==> src/rtl/uop_sequencer.sv <==
`default_nettype none
// ============================================================================
// Module      : uop_sequencer
// Description : Expands one decoded instruction into 1..MAX_UOPS ordered uops
//               with ids, first/last flags and branch-queue allocation.
// Revision    : 1.0 - initial release
// ============================================================================
module uop_sequencer #(
    parameter int PW       = 64,
    parameter int MAX_UOPS = 4,
    parameter int ID_W     = 8,
    parameter int BQID_W   = 4,
    parameter int UIW      = $clog2(MAX_UOPS)
) (
    input  logic              clk,
    input  logic              rst,
    input  logic              in_valid,
    output logic              in_ready,
    input  logic [PW-1:0]     in_payload,
    input  logic [UIW:0]      in_nuops,
    input  logic              in_has_branch,
    input  logic [UIW-1:0]    in_branch_uop,
    output logic              out_valid,
    input  logic              out_ready,
    output logic [PW-1:0]     out_payload,
    output logic [UIW-1:0]    out_uop_idx,
    output logic              out_is_uop,
    output logic              out_is_uop_last,
    output logic [ID_W-1:0]   out_id,
    output logic [BQID_W-1:0] out_bqid,
    output logic              bq_push_valid,
    input  logic              bq_push_ready,
    input  logic [BQID_W-1:0] bq_bqid,
    output logic [ID_W-1:0]   bq_push_id,
    input  logic              squash_valid,
    input  logic [ID_W-1:0]   squash_id
);

    typedef enum logic [0:0] {
        S_IDLE = 1'b0,
        S_SEQ  = 1'b1
    } state_t;

    localparam logic [UIW:0] c_max_nuops = (UIW+1)'(MAX_UOPS);
    localparam logic [UIW:0] c_one_nuop  = (UIW+1)'(1);

    state_t              r_state;
    state_t              w_state_next;
    logic [PW-1:0]       r_payload;
    logic [UIW:0]        r_nuops;
    logic                r_has_branch;
    logic [UIW-1:0]      r_branch_uop;
    logic [UIW-1:0]      r_cnt;
    logic [ID_W-1:0]     r_id;

    logic                w_busy;
    logic                w_last;
    logic                w_is_br_uop;
    logic                w_is_multi;
    logic                w_out_valid;
    logic                w_fire;
    logic                w_in_ready;
    logic                w_accept;
    logic [UIW:0]        w_nuops_eff;

    assign w_busy      = (r_state == S_SEQ);
    assign w_last      = ({1'b0, r_cnt} == (r_nuops - c_one_nuop));
    assign w_is_br_uop = r_has_branch && (r_cnt == r_branch_uop);
    assign w_is_multi  = (r_nuops > c_one_nuop);

    // A branch uop may only leave once the branch queue can take its entry.
    assign w_out_valid = !rst && !squash_valid && w_busy && !(w_is_br_uop && !bq_push_ready);
    assign w_fire      = w_out_valid && out_ready;
    assign w_in_ready  = !rst && !squash_valid && (!w_busy || (w_fire && w_last));
    assign w_accept    = in_valid && w_in_ready;

    always_comb begin
        w_nuops_eff = in_nuops;
        if (in_nuops == '0) begin
            w_nuops_eff = c_one_nuop;
        end else if (in_nuops > c_max_nuops) begin
            w_nuops_eff = c_max_nuops;
        end
    end

    always_ff @(posedge clk) begin
        if (rst) begin
            r_state <= S_IDLE;
        end else begin
            r_state <= w_state_next;
        end
    end

    always_comb begin
        w_state_next = r_state;
        if (squash_valid) begin
            w_state_next = S_IDLE;
        end else if (w_accept) begin
            w_state_next = S_SEQ;
        end else if (w_fire && w_last) begin
            w_state_next = S_IDLE;
        end
    end

    always_ff @(posedge clk) begin
        if (rst) begin
            r_payload    <= '0;
            r_nuops      <= '0;
            r_has_branch <= 1'b0;
            r_branch_uop <= '0;
            r_cnt        <= '0;
            r_id         <= '0;
        end else if (squash_valid) begin
            r_cnt <= '0;
            r_id  <= squash_id + 1'b1;
        end else begin
            if (w_fire) begin
                r_id <= r_id + 1'b1;
                if (!w_last) begin
                    r_cnt <= r_cnt + 1'b1;
                end
            end
            // Acceptance overrides the counter update of a coincident last-uop fire.
            if (w_accept) begin
                r_payload    <= in_payload;
                r_nuops      <= w_nuops_eff;
                r_has_branch <= in_has_branch;
                r_branch_uop <= in_branch_uop;
                r_cnt        <= '0;
            end
        end
    end

    assign in_ready        = w_in_ready;
    assign out_valid       = w_out_valid;
    assign out_payload     = rst ? '0 : r_payload;
    assign out_uop_idx     = rst ? '0 : r_cnt;
    assign out_is_uop      = !rst && w_is_multi;
    assign out_is_uop_last = !rst && w_is_multi && w_last;
    assign out_id          = rst ? '0 : r_id;
    assign out_bqid        = (!rst && w_busy && w_is_br_uop) ? bq_bqid : '0;
    assign bq_push_valid   = w_fire && w_is_br_uop;
    assign bq_push_id      = out_id;

endmodule
`default_nettype wire
==> config.mk <==
export PLATFORM = sky130hd
export DESIGN_NAME = uop_sequencer
export DESIGN_NICKNAME = d
export VERILOG_FILES = /design/src/rtl/uop_sequencer.sv
export SDC_FILE = /design/constraint.sdc
export NUM_CORES = 1
export LEC_CHECK = 0
export ABC_AREA = 1
export CAP_MARGIN = 15
export CORE_MARGIN = 1
export CORE_UTILIZATION = 39
export DETAILED_ROUTE_END_ITERATION = 8
export GPL_ROUTABILITY_DRIVEN = 0
export PLACE_DENSITY = 0.78
export SETUP_SLACK_MARGIN = 0.5
export SLEW_MARGIN = 0
export SYNTH_ARGS = -nofsm -noshare
export SYNTH_HDL_FRONTEND = slang
export SYNTH_SLANG_ARGS = --single-unit
==> constraint.sdc <==
create_clock -name clk -period 1.8 [get_ports clk]
set_input_delay 0.27 -clock clk [delete_from_list [all_inputs] [get_ports clk]]
set_output_delay 0.27 -clock clk [all_outputs]
set_load 0.005 [all_outputs]
==> results of run 1 <==
[final cells by class]
cell class	instances	area, sq um
clock inverter	5	105
multi-input combinational	458	2150
sequential	81	1650
fill	929	3660
tap	136	170
inverter	99	387
timing repair buffer	237	2030
clock buffer	10	128
[flip-flops by register name (all words and copies together) (netlist names)]
signal / flops
r_payload: 64
r_has_branch: 1
r_id: 8
r_state: 1
r_nuops: 3
r_cnt: 2
r_branch_uop: 2
[cells in the final DEF, fill, tap and decap left out, types with 3 or more instances in the layout]
cell type and instances:
inv_2 13, buf_6 17, a21oi_2 6, dfxtp_2 17
nor2_1 211, clkbuf_16 4, inv_1 82, clkbuf_8 9
clkdlybuf4s50_1 85, buf_2 37, nor2_4 10, buf_12 5
nand2_2 9, bufinv_16 3, nor2_2 18, nand3_4 4
dfxtp_1 62, xor2_1 5, clkbuf_2 47, nand3_1 3
buf_4 37, nand2_1 166
[synth_stat cells]
library cell	number	area, sq um
nor2_1	238	893
nand2_1	175	657
inv_1	94	353
dfxtp_1	81	1620
clkbuf_1	14	52.6
buf_4	9	67.6
buf_2	8	40.0
buf_6	8	90.1
a21oi_1	7	35.0
nand3_1	7	35.0
o21ai_0	5	25.0
xor2_1	5	43.8
inv_2	4	15.0
ha_1	3	37.5
xnor2_1	3	26.3
nand3_2	2	20.0
nor3_1	2	10.0
a21oi_2	1	8.76
buf_1	1	3.75
clkinv_4	1	8.76
nand2_2	1	6.26
nand2_4	1	11.3
nand3b_1	1	7.51
nand4_1	1	6.26
nand4_2	1	12.5
nor2_4	1	11.3
o21a_1	1	7.51
o21ai_1	1	5.00
o21ai_2	1	8.76
o22a_1	1	8.76
[worst max-delay path by stage]
stage,start,end,slack [ns],cells past startpoint
6_report,r_nuops[0]$_SDFFE_PP0P_,r_payload[13]$_SDFFE_PP0P_,-0.22,15
5_1_grt,r_nuops[0]$_SDFFE_PP0P_,r_payload[21]$_SDFFE_PP0P_,-0.29,14
4_1_cts,r_nuops[0]$_SDFFE_PP0P_,in_ready,-0.16,9
3_5_place_dp,squash_valid,in_ready,-0.34,7
3_3_place_gp,squash_valid,in_ready,-0.32,7
2_1_floorplan,r_nuops[0]$_SDFFE_PP0P_,r_nuops[0]$_SDFFE_PP0P_,0.09,13
[cell families (layout without fill, tap and decap cells)]
family,after synthesis,after routing,share of synthesized area (%)
DFF,81,81,39.3
AOI/OAI and AO/OA,17,17,2.39
and+or+nand+nor,430,430,40.5
xor gates and xnor gates,8,8,1.70
adders and majority gates,3,3,0.909
buffers and inverters,139,351,15.3
[worst min-delay path, cell delays in order]
cell     delay, ns
buf_4         0.18
buf_12        0.22
a21oi_2       0.04
[what timing repair did]
item	4_1_cts	5_1_grt
pin swaps	30	24
endpoints found under the setup margin	172	156
gates cloned	1	5
hold endpoints to repair	0	0
buffers inserted	15	11
resized for setup	298	126
[layer usage]
layer  wire length [um]  track usage (%)
met1               5410             24.1
met2               5960             36.1
met3                688             5.24
met4                187             7.85
met5                  0                0
[report_power, final]
| group | switching, W | internal [W] |
|---|---|---|
| registers | 0.0000328 | 0.00189 |
| clock network | 0.000672 | 0.000915 |
| logic | 0.000440 | 0.000467 |
[stage by stage]
stage	worst slack [ns]	std cells	util, %
final	-0.216	1026	64.4
after global routing	-0.292	1026	64.4
after CTS	-0.163	1010	63.3
after detailed placement	-0.343	979	59.7
after global placement	-0.324	979	59.7
after floorplan	0.0900	678	-
==> results.py, run 1 <==
metrics = {
    "sta": {
        "fin_ws_ns": -0.216,
        "hold_violations": 0,
        "worst_slew_pin_slew_ns": 0.431,
        "setup_viol_count_final": 79,
        "whs_ns": 0.408,
        "clock_skew_ns": 0.00809,
        "fin_crit_ns": 2.02,
        "fmax_mhz": 496,
        "period_share_pct": 112,
        "relSlewSlack_pct": 71.3,
        "rsz0062_at_grt": "yes",
        "fin_tns_setup_ns": -13.02,
        "maxSlewViolCount": 0,
    },
    "yosys": {
        "synthCells": 678,
        "seq_area_frac_synth_pct": 39.3,
        "ys_warn_count": 0,
        "syn_avg_cell_area_sq_um": 6.09,
        "synth-seq-cells": 81,
        "synth_fp_nets": 769,
        "netlist_area_sq_um": 4130,
        "netlist-cell-type-count": 30,
    },
    "cts": {
        "cts_htree_levels": 3,
        "clk_pin_slew_ns": 0.08,
        "cts_buffer_depth": 2,
        "cts.sink_count": 81,
        "cts_tree": "done",
        "cts_inserted_buffers": 9,
        "root_buffer": "clkbuf_8",
        "clk_latency_ns": 0.35,
        "cts_hold_buffers": 0,
    },
    "worst_setup_path": {
        "critPathTopFamily": "simple AND/OR/NAND/NOR gates",
        "cp.required_ns": 2.09,
        "cp-start-kind": "register",
        "cp_common_cell": "nand2_2",
        "cp_cell_sequence": "inv_2, ha_4, nand2_2, nand2_2, nand2_2, nor2_2, nand4_2, buf_4, nand2_4, nand3_4, buf_12, clkbuf_16, nand2_1, nand2_1, nor2_1",
        "reg2regPathDepth": 15,
        "r2r_slack_ns": -0.22,
        "slowest_delay_ns": 0.34,
        "reg2reg_from": "r_nuops[0]$_SDFFE_PP0P_",
        "arrival_ns": 2.30,
        "worstReg2RegEnd": "r_payload[13]$_SDFFE_PP0P_",
        "critPathCaptureType": "register",
        "slowest_stage": "dfxtp_2",
        "cp_num_buf_inv": 4,
        "cp_max_fo": 18,
        "critPathKind": "reg -> reg",
    },
    "global_routing": {
        "antenna_found_initial": 0,
        "grt_pass1_wl_um": 18500,
        "first_global_vias": 4117,
        "grt-ovfl-total": 0,
        "grtUsageTotal_pct": 20.6,
        "grt_start_max_net_pins": 74,
    },
    "layout": {
        "antenna_cells": 0,
        "final_cell_area_sq_um": 6620,
        "nNetsFinal": 977,
        "synthToLayoutAreaGrowth_pct": 60.2,
        "layout-drive-gt1-share_pct": 29.3,
    },
    "placement": {
        "dpl_cell_area_sq_um": 6130,
        "hpwl_um": 6780,
        "port_buffers": 178,
    },
    "floorplanning": {
        "die_area_sq_um": 11000,
        "die_x_um": 105,
        "coreArea_sq_um": 10300,
        "die_h_um": 105,
        "start_util_pct": 40.2,
        "ios": 179,
        "core.rowCount": 37,
    },
    "drt": {
        "vias_per_cell": 4.39,
        "drt-initial-drc-count": 173,
        "vias": 4502,
        "drt-total-wl_um": 12200,
        "firstDrtPassIters": 4,
        "drc": 0,
        "avgRoutedWirePerCell_um": 11.9,
        "drt.antenna.violating_nets": 0,
    },
    "worst_hold_path": {
        "holdCritStartpoint": "rst",
        "whs_endpoint": "r_id[5]$_SDFFE_PP0P_",
        "min_path_type": "in -> reg",
        "hold-path-cell-count": 3,
    },
    "power": {
        "pwr_density_cell_nw_per_um2": 668,
        "p_leak_nw": 3.49,
        "power_w": 0.00442,
        "vdd_ir_drop_max_v": 0.000458,
    },
    "run_status": {
        "violations": "setup timing",
        "outcome": "finished, violations left",
    },
    "run": {
        "maxCapViolations": 0,
    },
}
Note: power is estimated with default switching activity, not from simulation.
==> inputs of run 2 (changes only) <==
--- a/config.mk
+++ b/config.mk
@@ -7,6 +7,7 @@
 export LEC_CHECK = 0
 export ABC_AREA = 1
 export CAP_MARGIN = 15
+export CORE_ASPECT_RATIO = 1.4
 export CORE_MARGIN = 1
 export CORE_UTILIZATION = 39
 export DETAILED_ROUTE_END_ITERATION = 8
@@ -17,3 +18,4 @@
 export SYNTH_ARGS = -nofsm -noshare
 export SYNTH_HDL_FRONTEND = slang
 export SYNTH_SLANG_ARGS = --single-unit
+export TNS_END_PERCENT = 10
==> results.py, run 2 (synthesized netlist as in run 1, its figures left out) <==
metrics = {
    "cts": {
        "root_buffer": "clkbuf_16",
        "cts_tree": "done",
        "clk_pin_slew_ns": 0.06,
        "cts_buffer_depth": 2,
        "cts.sink_count": 81,
        "cts_htree_levels": 3,
        "clk_latency_ns": 0.33,
        "cts_inserted_buffers": 9,
    },
    "drt": {
        "vias_per_cell": 4.40,
        "vias": 4504,
        "drt-total-wl_um": 12500,
        "drt-initial-drc-count": 215,
        "firstDrtPassIters": 4,
        "drc": 0,
        "drt.antenna.violating_nets": 0,
        "avgRoutedWirePerCell_um": 12.2,
    },
    "sta": {
        "fin_tns_setup_ns": -12.74,
        "period_share_pct": 112,
        "worst_slew_pin_slew_ns": 0.774,
        "maxSlewViolCount": 0,
        "fmax_mhz": 496,
        "hold_violations": 0,
        "fin_crit_ns": 2.02,
        "rsz0062_at_grt": "yes",
        "clock_skew_ns": 0.00785,
        "relSlewSlack_pct": 48.4,
        "fin_ws_ns": -0.217,
        "setup_viol_count_final": 75,
    },
    "floorplanning": {
        "die_h_um": 124,
        "ios": 179,
        "die_x_um": 89.0,
        "die_area_sq_um": 11000,
        "start_util_pct": 39.9,
        "core.rowCount": 44,
        "coreArea_sq_um": 10300,
    },
    "layout": {
        "largest_reg_flops": 64,
        "layout-drive-gt1-share_pct": 24.6,
        "final_common_cell": "nor2_1",
        "antenna_cells": 0,
        "nNetsFinal": 971,
        "top_regs": "r_payload: 64 flops, r_id: 8 flops, r_nuops: 3 flops",
        "synthToLayoutAreaGrowth_pct": 62.8,
        "final_cell_mix": "nor2_1 (212), nand2_1 (158), clkdlybuf4s50_1 (86)",
        "regMostFlops": "r_payload",
        "fill_cells": 981,
        "fin_cells": 1023,
    },
    "power": {
        "clkPwrFrac_pct": 39.3,
        "pwr_density_cell_nw_per_um2": 689,
        "p_int_w": 0.00347,
        "p_leak_nw": 3.54,
        "netSwitchingPower_w": 0.00117,
        "combPwrFrac_pct": 19.2,
        "swShare_pct": 25.2,
        "power_w": 0.00463,
        "pwr-share-seq_pct": 41.5,
        "vdd_ir_drop_max_v": 0.000470,
    },
    "worst_setup_path": {
        "critPathKind": "reg -> out",
        "critPathCaptureType": "primary output",
        "reg2regPathDepth": 15,
        "cp.required_ns": 1.53,
        "arrival_ns": 1.75,
        "cp_max_fo": 2,
        "cp-start-kind": "register",
    },
    "worst_hold_path": {
        "min_path_type": "in -> reg",
        "hold-path-cell-count": 3,
    },
    "placement": {
        "post-place-ws_ns": -0.224,
        "port_buffers": 178,
        "hpwl_um": 7740,
        "place_inst": 987,
    },
    "global_routing": {
        "antenna_found_initial": 0,
        "grt_pass1_wl_um": 17500,
        "grt-ovfl-total": 0,
        "grtUsageTotal_pct": 20.3,
        "first_global_vias": 3960,
        "grt_start_max_net_pins": 71,
    },
    "run_status": {
        "violations": "setup timing",
        "outcome": "finished, violations left",
    },
    "run": {
        "maxCapViolations": 0,
    },
}
run 2: cell types whose count changed in the layout (fill, tap and decap cells not counted), moves of 8 or more:
| cell | change |
|---|---|
| clkbuf_8 | -8 |
| buf_6 | -9 |
| nand2_1 | -8 |
| clkdlybuf4s15_1 | +17 |
| clkbuf_16 | +14 |
| dfxtp_1 | +9 |
| buf_2 | -17 |
run 2: repair_timing:
| item | in CTS | in global routing |
|---|---|---|
| gates cloned | 0 | 11 |
| pin swaps | 14 | 24 |
| resized for setup | 162 | 183 |
| setup buffers | 4 | 5 |
| hold buffers | 0 | 0 |
| endpoints found under the setup margin | 172 | 168 |
run 2: worst max-delay path, cell delays in order (launching register included):
cell     delay [ns]
dfxtp_2        0.33
inv_2          0.05
ha_4           0.26
nand2_1        0.05
nand2_2        0.07
nand2_2        0.05
nor2_2         0.12
nand4_2        0.11
buf_6          0.14
a21oi_2        0.12
buf_2          0.12
run 2: final cells by class:
| class | instances | area [sq um] | area share, % |
|---|---|---|---|
| Clock inverter | 5 | 55.1 | 0.819 |
| Inverter | 99 | 377 | 5.60 |
| Multi-Input combinational cell | 458 | 2100 | 31.2 |
| Sequential cell | 81 | 1630 | 24.3 |
| Clock buffer | 11 | 243 | 3.61 |
| Timing Repair Buffer | 231 | 2140 | 31.8 |
| Tap cell | 138 | 173 | 2.57 |
run 2: path summary, 6_finish.rpt:
kind,startpoint,endpoint,slack (ns)
hold reg to reg,r_id[2]$_SDFFE_PP0P_,r_id[2]$_SDFFE_PP0P_,0.46
setup / recovery,r_nuops[0]$_SDFFE_PP0P_,in_ready,-0.22
setup reg to reg,r_nuops[0]$_SDFFE_PP0P_,r_payload[20]$_SDFFE_PP0P_,-0.21
hold / removal,rst,r_id[5]$_SDFFE_PP0P_,0.40
run 2: per-stage QoR:
stage          area (sq um)  hold slack [ns]  util (%)
6_report               6720            0.396      64.9
5_1_grt                6720            0.405      64.9
4_1_cts                6460            0.403      62.4
3_5_place_dp           6140            0.463      59.4
2_1_floorplan          4150            0.405         -
3_3_place_gp           6140            0.449      59.4
run 2: routing by layer:
layer  vias to the layer above  wire [um]  global-route usage, %
met5                         -          0                      0
met4                         0        272                   9.03
met3                        18        552                   3.91
met2                       107       6550                   37.1
met1                      2026       5150                   22.6
li1                       2353          -                      -
run 2: power by group through the flow:
stage               Sequential [W]  Combinational [W]  Clock, W
finish                     0.00192           0.000890   0.00182
CTS                        0.00192           0.000806   0.00186
floorplan                  0.00195           0.000399         0
detailed placement         0.00196           0.000813         0
global route               0.00193           0.000986   0.00194
global placement           0.00196           0.000802         0
